### src/rtl/relu_fwd_mask.sv
// Forward ReLU stage for 14-bit FloPoCo words that records a clamp mask per element and replays it in forward order.
// Optional build macro RELU_NAN_PASS_EN: NaN words pass through unclamped with mask 0.
module relu_fwd_mask #(
    parameter int BITWIDTH = 12,
    parameter int BW       = BITWIDTH + 2 - 1,
    parameter int DEPTH    = 64,
    parameter int AW       = $clog2(DEPTH)
) (
    input  logic          clk,
    input  logic          rst,
    input  logic          enable,
    input  logic          fwd_valid,
    input  logic [BW:0]   fwd_in,
    output logic          fwd_ready,
    output logic          fwd_out_valid,
    output logic [BW:0]   fwd_out,
    input  logic          bwd_start,
    input  logic          bwd_ready,
    output logic          mask_valid,
    output logic          mask_out,
    output logic [AW:0]   count,
    output logic          overflow,
    output logic          done
);

    typedef enum logic [1:0] {FWD, BWD, FIN} state_t;

    localparam logic [AW:0] FULL = (AW+1)'(DEPTH);

    state_t      state, state_nxt;
    logic [AW:0] rd_ptr;
    logic        mask_mem [DEPTH];

    logic [1:0]  exn;
    logic        sign;
    logic        clamp;
    logic        accept;
    logic        drop;
    logic        go_bwd;
    logic        xfer;
    logic        last_xfer;
    logic        load;

    assign exn  = fwd_in[BW:BW-1];
    assign sign = fwd_in[BW-2];

`ifdef RELU_NAN_PASS_EN
    assign clamp = (exn != 2'b11) && (sign || (exn == 2'b00));
`else
    assign clamp = sign || (exn == 2'b00);
`endif

    assign fwd_ready = (state == FWD) && (count < FULL);
    assign accept    = enable && fwd_valid && fwd_ready;
    assign drop      = enable && fwd_valid && (state == FWD) && (count == FULL);
    assign go_bwd    = enable && bwd_start && (state == FWD) && ((count != '0) || accept);

    // rd_ptr advances on each load, so rd_ptr==count while valid marks the final bit.
    assign xfer      = (state == BWD) && mask_valid && bwd_ready;
    assign last_xfer = xfer && (rd_ptr == count);
    assign load      = (state == BWD) && (!mask_valid || bwd_ready) && (rd_ptr != count);

    always_ff @(posedge clk or posedge rst) begin
        if (rst) begin
            state <= FWD;
        end else if (enable) begin
            state <= state_nxt;
        end
    end

    always_comb begin
        state_nxt = state;
        case (state)
            FWD:     if (go_bwd) state_nxt = BWD;
            BWD:     if (last_xfer) state_nxt = FIN;
            FIN:     state_nxt = FWD;
            default: state_nxt = FWD;
        endcase
    end

    always_ff @(posedge clk) begin
        if (accept) begin
            mask_mem[count[AW-1:0]] <= clamp;
        end
    end

    always_ff @(posedge clk or posedge rst) begin
        if (rst) begin
            fwd_out_valid <= 1'b0;
            fwd_out       <= '0;
            mask_valid    <= 1'b0;
            mask_out      <= 1'b0;
            count         <= '0;
            rd_ptr        <= '0;
            overflow      <= 1'b0;
            done          <= 1'b0;
        end else if (enable) begin
            fwd_out_valid <= accept;
            done          <= last_xfer;
            if (accept) begin
                fwd_out <= clamp ? '0 : fwd_in;
                count   <= count + 1'b1;
            end
            if (drop) begin
                overflow <= 1'b1;
            end
            if (go_bwd) begin
                rd_ptr     <= '0;
                mask_valid <= 1'b0;
            end
            if (last_xfer) begin
                mask_valid <= 1'b0;
                mask_out   <= 1'b0;
                count      <= '0;
            end else if (load) begin
                mask_out   <= mask_mem[rd_ptr[AW-1:0]];
                mask_valid <= 1'b1;
                rd_ptr     <= rd_ptr + 1'b1;
            end
        end
    end

endmodule

### config.mk
export PLATFORM = sky130hd
export DESIGN_NAME = relu_fwd_mask
export DESIGN_NICKNAME = d
export VERILOG_FILES = /design/src/rtl/relu_fwd_mask.sv
export SDC_FILE = /design/constraint.sdc
export NUM_CORES = 1
export LEC_CHECK = 0
export ABC_AREA = 1
export CAP_MARGIN = 20
export CORE_UTILIZATION = 29
export CTS_CLUSTER_DIAMETER = 100
export DETAILED_ROUTE_END_ITERATION = 6
export DONT_BUFFER_PORTS = 1
export PLACE_DENSITY = 0.49
export SLEW_MARGIN = 0
export SYNTH_ARGS = -nofsm -noshare
export SYNTH_HDL_FRONTEND = slang
export SYNTH_SLANG_ARGS = --single-unit
### constraint.sdc
create_clock -name clk -period 4 [get_ports clk]
set_input_delay 0.4 -clock clk [delete_from_list [all_inputs] [get_ports clk]]
set_output_delay 0.4 -clock clk [all_outputs]
set_load 0.01 [all_outputs]
==> flow_metrics.env, run 1 <==
export IMPL_status="finished clean"
export IMPL_antenna_found_initial=0
export IMPL_hold_viol_final=0
export IMPL_final_util_pct=33.1
export IMPL_fin_crit_sh_pct=63.1
export IMPL_die_h_um=131
export IMPL_cts_setup_buffers=0
export IMPL_crit_path_cell_trace="nor2_1 -> nand3_2 -> inv_2 -> nand4_2 -> nor2_1"
export IMPL_yosysTopAreaCellShare_pct=39.8
export IMPL_hp_class="in2async"
export IMPL_io_pins=47
export IMPL_synth_edf_count=64
export IMPL_finish_instance_area_um2=5310
export IMPL_path_class="reg2reg"
export IMPL_startpoint_type="register"
export IMPL_tightestPinTransition_ps=679
export IMPL_tritoncts="done"
export IMPL_rows=46
export IMPL_start_util_pct=30.1
export IMPL_p_leak_nw=2.15
export IMPL_synth_seq_cells=99
export IMPL_routed_wl_mm=11.9
export IMPL_power_per_cell_area_nw_per_um2=474
export IMPL_arrival_ps=2570
export IMPL_layout_common_cells="nand2_1 (157), nor2_1 (78), nand3_1 (73)"
export IMPL_wire_per_inst_um=16.0
export IMPL_rsz0062_at_grt="no"
export IMPL_numCtsBuffers=9
export IMPL_grt_usage_pct=15.1
export IMPL_grt_max_degree=66
export IMPL_synth_ff_type="edfxtp_1"
export IMPL_cpPeakStageDelay_ps=530
export IMPL_cts_sinks=99
export IMPL_cp_max_fo=24
export IMPL_final_common_cell="nand2_1"
export IMPL_synth_seq_area_share_pct=57.9
export IMPL_coreArea_um2=16100
export IMPL_async_reset_ff_share_pct=35.4
export IMPL_ir_worst_vdd_mv=0.219
export IMPL_grtUsageMet3_pct=2.57
export IMPL_rrSetupSlack_ps=1480
export IMPL_ctsResizeCount=0
export IMPL_layout_drive_gt1_share_pct=7.58
export IMPL_vias_per_cell=4.73
export IMPL_die_area_um2=17200
export IMPL_cts_max_level=3
export IMPL_relSlewSlack_pct=54.8
export IMPL_finClkSkew_ps=6.80
export IMPL_synth_cells=531
export IMPL_reg2reg_from="state[0]"
export IMPL_ant_nets=0
export IMPL_cts_root_buf="clkbuf_16"
export IMPL_diodes=0
export IMPL_drtIter0Drc=229
export IMPL_path_clk_slew_ps=70
export IMPL_synth_area_top_cells="edfxtp_1 (40%), dfrtp_1 (18%), nand2_1 (12%), nand3_1 (7.6%), nor2_1 (6.1%)"
export IMPL_preCtsSetupSlack_ps=1420
export IMPL_worst_slack_ps=1480
export IMPL_r2r_cells=5
export IMPL_syn_area_per_cell_um2=9.09
export IMPL_worst_path_max_delay_cell="inv_2"
export IMPL_holdWs_ps=41.5
export IMPL_min_period_ps=2520
export IMPL_grt_pass1_wl_mm=19.2
export IMPL_critPathRequiredTime_ps=4050
export IMPL_ctsHoldBuffers=0
export IMPL_use_met2_pct=22.3
export IMPL_overflow=0
export IMPL_yosys_warnings=0
export IMPL_dp_hpwl_mm=7.65
export IMPL_maxCapViolations=0
export IMPL_globalRouteMet1Util_pct=21.4
export IMPL_synth_top_area_cell="edfxtp_1"
export IMPL_layout_cells_non_filler=744
export IMPL_dr_pass1_iters=4
export IMPL_clkLatencyLatePin_ps=350
export IMPL_finalSetupTns_ps=0
export IMPL_setup_viol_count_final=0
export IMPL_yosys_cell_types_count=33
export IMPL_place_area_um2=5020
export IMPL_crit_reg2reg_capture="mask_mem[43]"
export IMPL_fp_dieW_um=131
export IMPL_io_buffers=0
export IMPL_endpoint_kind="register"
export IMPL_final_nets=546
export IMPL_grt_pass1_vias=3427
export IMPL_synth_nets=554
export IMPL_area_growth_pct=9.95
export IMPL_vias=3518
export IMPL_power_mw=2.52
export IMPL_syn_cell_area_um2=4830
export IMPL_remaining_drc_errors=0
export IMPL_fmax_mhz=396
export IMPL_clock_path_buffers=2
export IMPL_top_usage_layer="met2"
export IMPL_cpMostUsedCell="nor2_1"
export IMPL_slew_viol_final=0
export IMPL_dpl_cell_count=728
export IMPL_gp_congestion=0.792
==> sequential cells by signal (all words and copies together), names as in the netlist <==
register / cells
count: 7
done: 1
mask_out: 1
overflow: 1
rd_ptr: 7
fwd_out: 14
mask_valid: 1
state: 2
mask_mem: 64
fwd_out_valid: 1
==> worst max-delay path: cells and delay by family (launching register included) <==
kind	cells	cell delay [ps]
and+or+nand+nor	4	1280
buffers and inverters	1	530
DFF	1	390
==> per-layer routing <==
layer	up-vias	part of all wire (%)
li1	1745	-
met1	1679	47
met2	79	46
met3	15	5.5
met4	0	1.8
met5	-	0
==> power by group <==
| group | total, mW | leakage, nW | internal [mW] | switching, mW |
|---|---|---|---|---|
| logic | 0.480 | 0.942 | 0.140 | 0.340 |
| registers | 1.18 | 1.06 | 1.12 | 0.0575 |
| clock network | 0.858 | 0.146 | 0.479 | 0.379 |
==> logic make-up (layout without fill, tap and decap cells) <==
kind of cell	count (synthesis)	count (layout)	share of synthesized area (%)
xor gates and xnor gates	10	10	1.81
DFF	99	99	57.9
adders and majority gates	3	3	0.777
buffers and inverters	55	52	4.95
and+or+nand+nor	330	330	30.8
AOI/OAI and AO/OA	34	34	3.71
==> cells in the mapped netlist, types with 7 or more instances <==
master / instances
a21oi_1: 17
buf_2: 14
dfrtp_1: 35
edfxtp_1: 64
inv_1: 25
nand2_1: 157
nand3_1: 73
nand4_2: 7
nor2_1: 78
o21ai_1: 10
xor2_1: 7
==> worst max path at each step <==
stage | startpoint | to | slack [ps] | cells after the start
final | state[0] | mask_mem[43] | 1480 | 5
after global routing | state[0] | mask_mem[53] | 1170 | 5
after CTS | state[0] | mask_mem[49] | 1430 | 5
after detailed placement | state[0] | mask_mem[49] | 1420 | 5
after global placement | state[0] | mask_mem[44] | 1480 | 5
after floorplan | fwd_in[13] | fwd_out[0] | 270 | 5
==> area by class of cell <==
cell class                 instances  area (um^2)
fill                            1698        10700
sequential                        99         2800
multi-input combinational        377         1800
clock buffer                      13          272
tap                              216          270
inverter                          33          124
timing repair buffer               3         22.5
clock inverter                     3         20.0
No activity file was read; power rests on OpenSTA's default activity.
==> inputs of run 2 (changes only) <==
==> constraint.sdc (replaced) <==
create_clock -name clk -period 2.5 [get_ports clk]
set_input_delay 0.25 -clock clk [delete_from_list [all_inputs] [get_ports clk]]
set_output_delay 0.25 -clock clk [all_outputs]
set_load 0.01 [all_outputs]
==> run 2 against run 1 <==
Against the previous run: worst setup slack worse by 1000 ps; largest power group unchanged; final area is 0.66% higher; first-iteration DRC count is 3.5% higher; worst hold slack worse by 8.2 ps; critical path depth stayed put; sequential power is 60% higher; cell count is 0.94% higher; largest cell class unchanged; clock skew hardly changed.
==> flow_metrics.env, run 2 (same netlist as run 1, synthesis figures left out) <==
export IMPL_relSlewSlack_pct=49.9
export IMPL_maxCapViolations=0
export IMPL_grt_pass1_wl_mm=19.3
export IMPL_fmax_mhz=483
export IMPL_die_h_um=131
export IMPL_hold_viol_final=0
export IMPL_final_common_cell="nand2_1"
export IMPL_rrSetupSlack_ps=430
export IMPL_holdWs_ps=33.2
export IMPL_path_clk_slew_ps=70
export IMPL_cp_max_fo=24
export IMPL_worst_path_max_delay_cell="dfrtp_1"
export IMPL_cts_root_buf="clkbuf_16"
export IMPL_diodes=0
export IMPL_status="finished clean"
export IMPL_die_area_um2=17200
export IMPL_fin_crit_sh_pct=82.9
export IMPL_rows=46
export IMPL_vias=3635
export IMPL_grt_pass1_vias=3466
export IMPL_largest_reg_flops=64
export IMPL_p_leak_nw=2.17
export IMPL_cpMostUsedCell="nor2_1"
export IMPL_vias_per_cell=4.84
export IMPL_cpPeakStageDelay_ps=400
export IMPL_tightestPinTransition_ps=752
export IMPL_cts_max_level=3
export IMPL_finalSetupTns_ps=0
export IMPL_io_buffers=0
export IMPL_wire_per_inst_um=16.5
export IMPL_rsz0062_at_grt="no"
export IMPL_path_class="reg2reg"
export IMPL_dp_hpwl_mm=7.85
export IMPL_io_pins=47
export IMPL_coreArea_um2=16100
export IMPL_ir_worst_vdd_mv=0.345
export IMPL_min_period_ps=2070
export IMPL_finClkSkew_ps=6.35
export IMPL_dr_pass1_iters=4
export IMPL_clock_path_buffers=2
export IMPL_clkLatencyLatePin_ps=350
export IMPL_power_per_cell_area_nw_per_um2=749
export IMPL_endpoint_kind="register"
export IMPL_overflow=0
export IMPL_area_growth_pct=10.7
export IMPL_arrival_ps=2130
export IMPL_routed_wl_mm=12.4
export IMPL_layout_common_cells="nand2_1 (157), nor2_1 (78), nand3_1 (73)"
export IMPL_setup_viol_count_final=0
export IMPL_numCtsBuffers=9
export IMPL_ant_nets=0
export IMPL_cts_sinks=99
export IMPL_start_util_pct=30.1
export IMPL_hp_class="in2reg"
export IMPL_remaining_drc_errors=0
export IMPL_slew_viol_final=0
export IMPL_fp_dieW_um=131
export IMPL_startpoint_type="register"
export IMPL_antenna_found_initial=0
export IMPL_grt_max_degree=65
export IMPL_final_nets=553
export IMPL_layout_drive_gt1_share_pct=8.60
export IMPL_gp_congestion=0.743
export IMPL_power_mw=4.00
export IMPL_drtIter0Drc=237
export IMPL_tritoncts="done"
export IMPL_critPathRequiredTime_ps=2560
export IMPL_crit_path_cell_trace="nor2_1 -> nand3_2 -> inv_2 -> nand4_2 -> nor2_1"
export IMPL_grt_usage_pct=15.5
==> run 2: cell count changes in the layout (fill, tap and decap cells not counted) <==
| cell | before | now |
|---|---|---|
| buf_4 | 3 | 9 |
| dlygate4sd3_1 | 0 | 1 |
| clkinv_2 | 1 | 2 |
| clkbuf_16 | 10 | 9 |
==> run 2: worst paths after layout <==
path                                   from  cells after the start           end
worst min register to register  fwd_out[11]                      2   fwd_out[11]
worst min-delay path              fwd_in[0]                      2    fwd_out[0]
max in group asynchronous               rst                      3     rd_ptr[0]
worst max register to register     state[0]                      5  mask_mem[59]
min in group asynchronous               rst                      3   fwd_out[11]
worst max-delay path               state[0]                      5  mask_mem[59]
==> run 2: power by group <==
part           internal [mW]  leakage [nW]  switching, mW
logic                  0.240         0.974          0.557
clock network          0.704         0.137          0.611
registers               1.79          1.06         0.0980
==> run 2: area by class of cell <==
type	count	area, um^2
clock buffers	12	246
clock inverters	4	25.0
fillers	1683	10700
inverters	33	124
multi-input cells	377	1800
flip-flops and latches	99	2800
well taps	216	270
repair buffers	10	77.6
==> run 2: metal layers <==
layer,routed length [um],track usage (%),vias to the layer above
met5,0,0,-
met4,214,6.76,0
met3,782,2.89,15
met2,5680,24.2,97
met1,5720,21.0,1764
li1,-,-,1759
==> run 2: what timing repair did <==
action | in CTS | in global routing
gates resized for setup | 0 | 0
hold buffers | 1 | 0
setup buffers | 0 | 0
endpoints found under the hold margin | 35 | 0
==> run 2: stage by stage <==
step / setup WS [ps] / utilization, % / instance area, um^2 / instances
final: 428 / 33.3 / 5340 / 751
after global routing: 253 / 33.3 / 5340 / 751
after detailed placement: 421 / 31.5 / 5060 / 734
after CTS: 420 / 33.3 / 5340 / 751
after floorplan: 627 / - / 4830 / 531
after global placement: 458 / 31.5 / 5060 / 734
==> run 2: worst max-delay path, delay by kind of cell (launching register included) <==
family / cells / cell delay, ps
and+or+nand+nor: 4 / 970
DFF: 1 / 400
buffers and inverters: 1 / 400
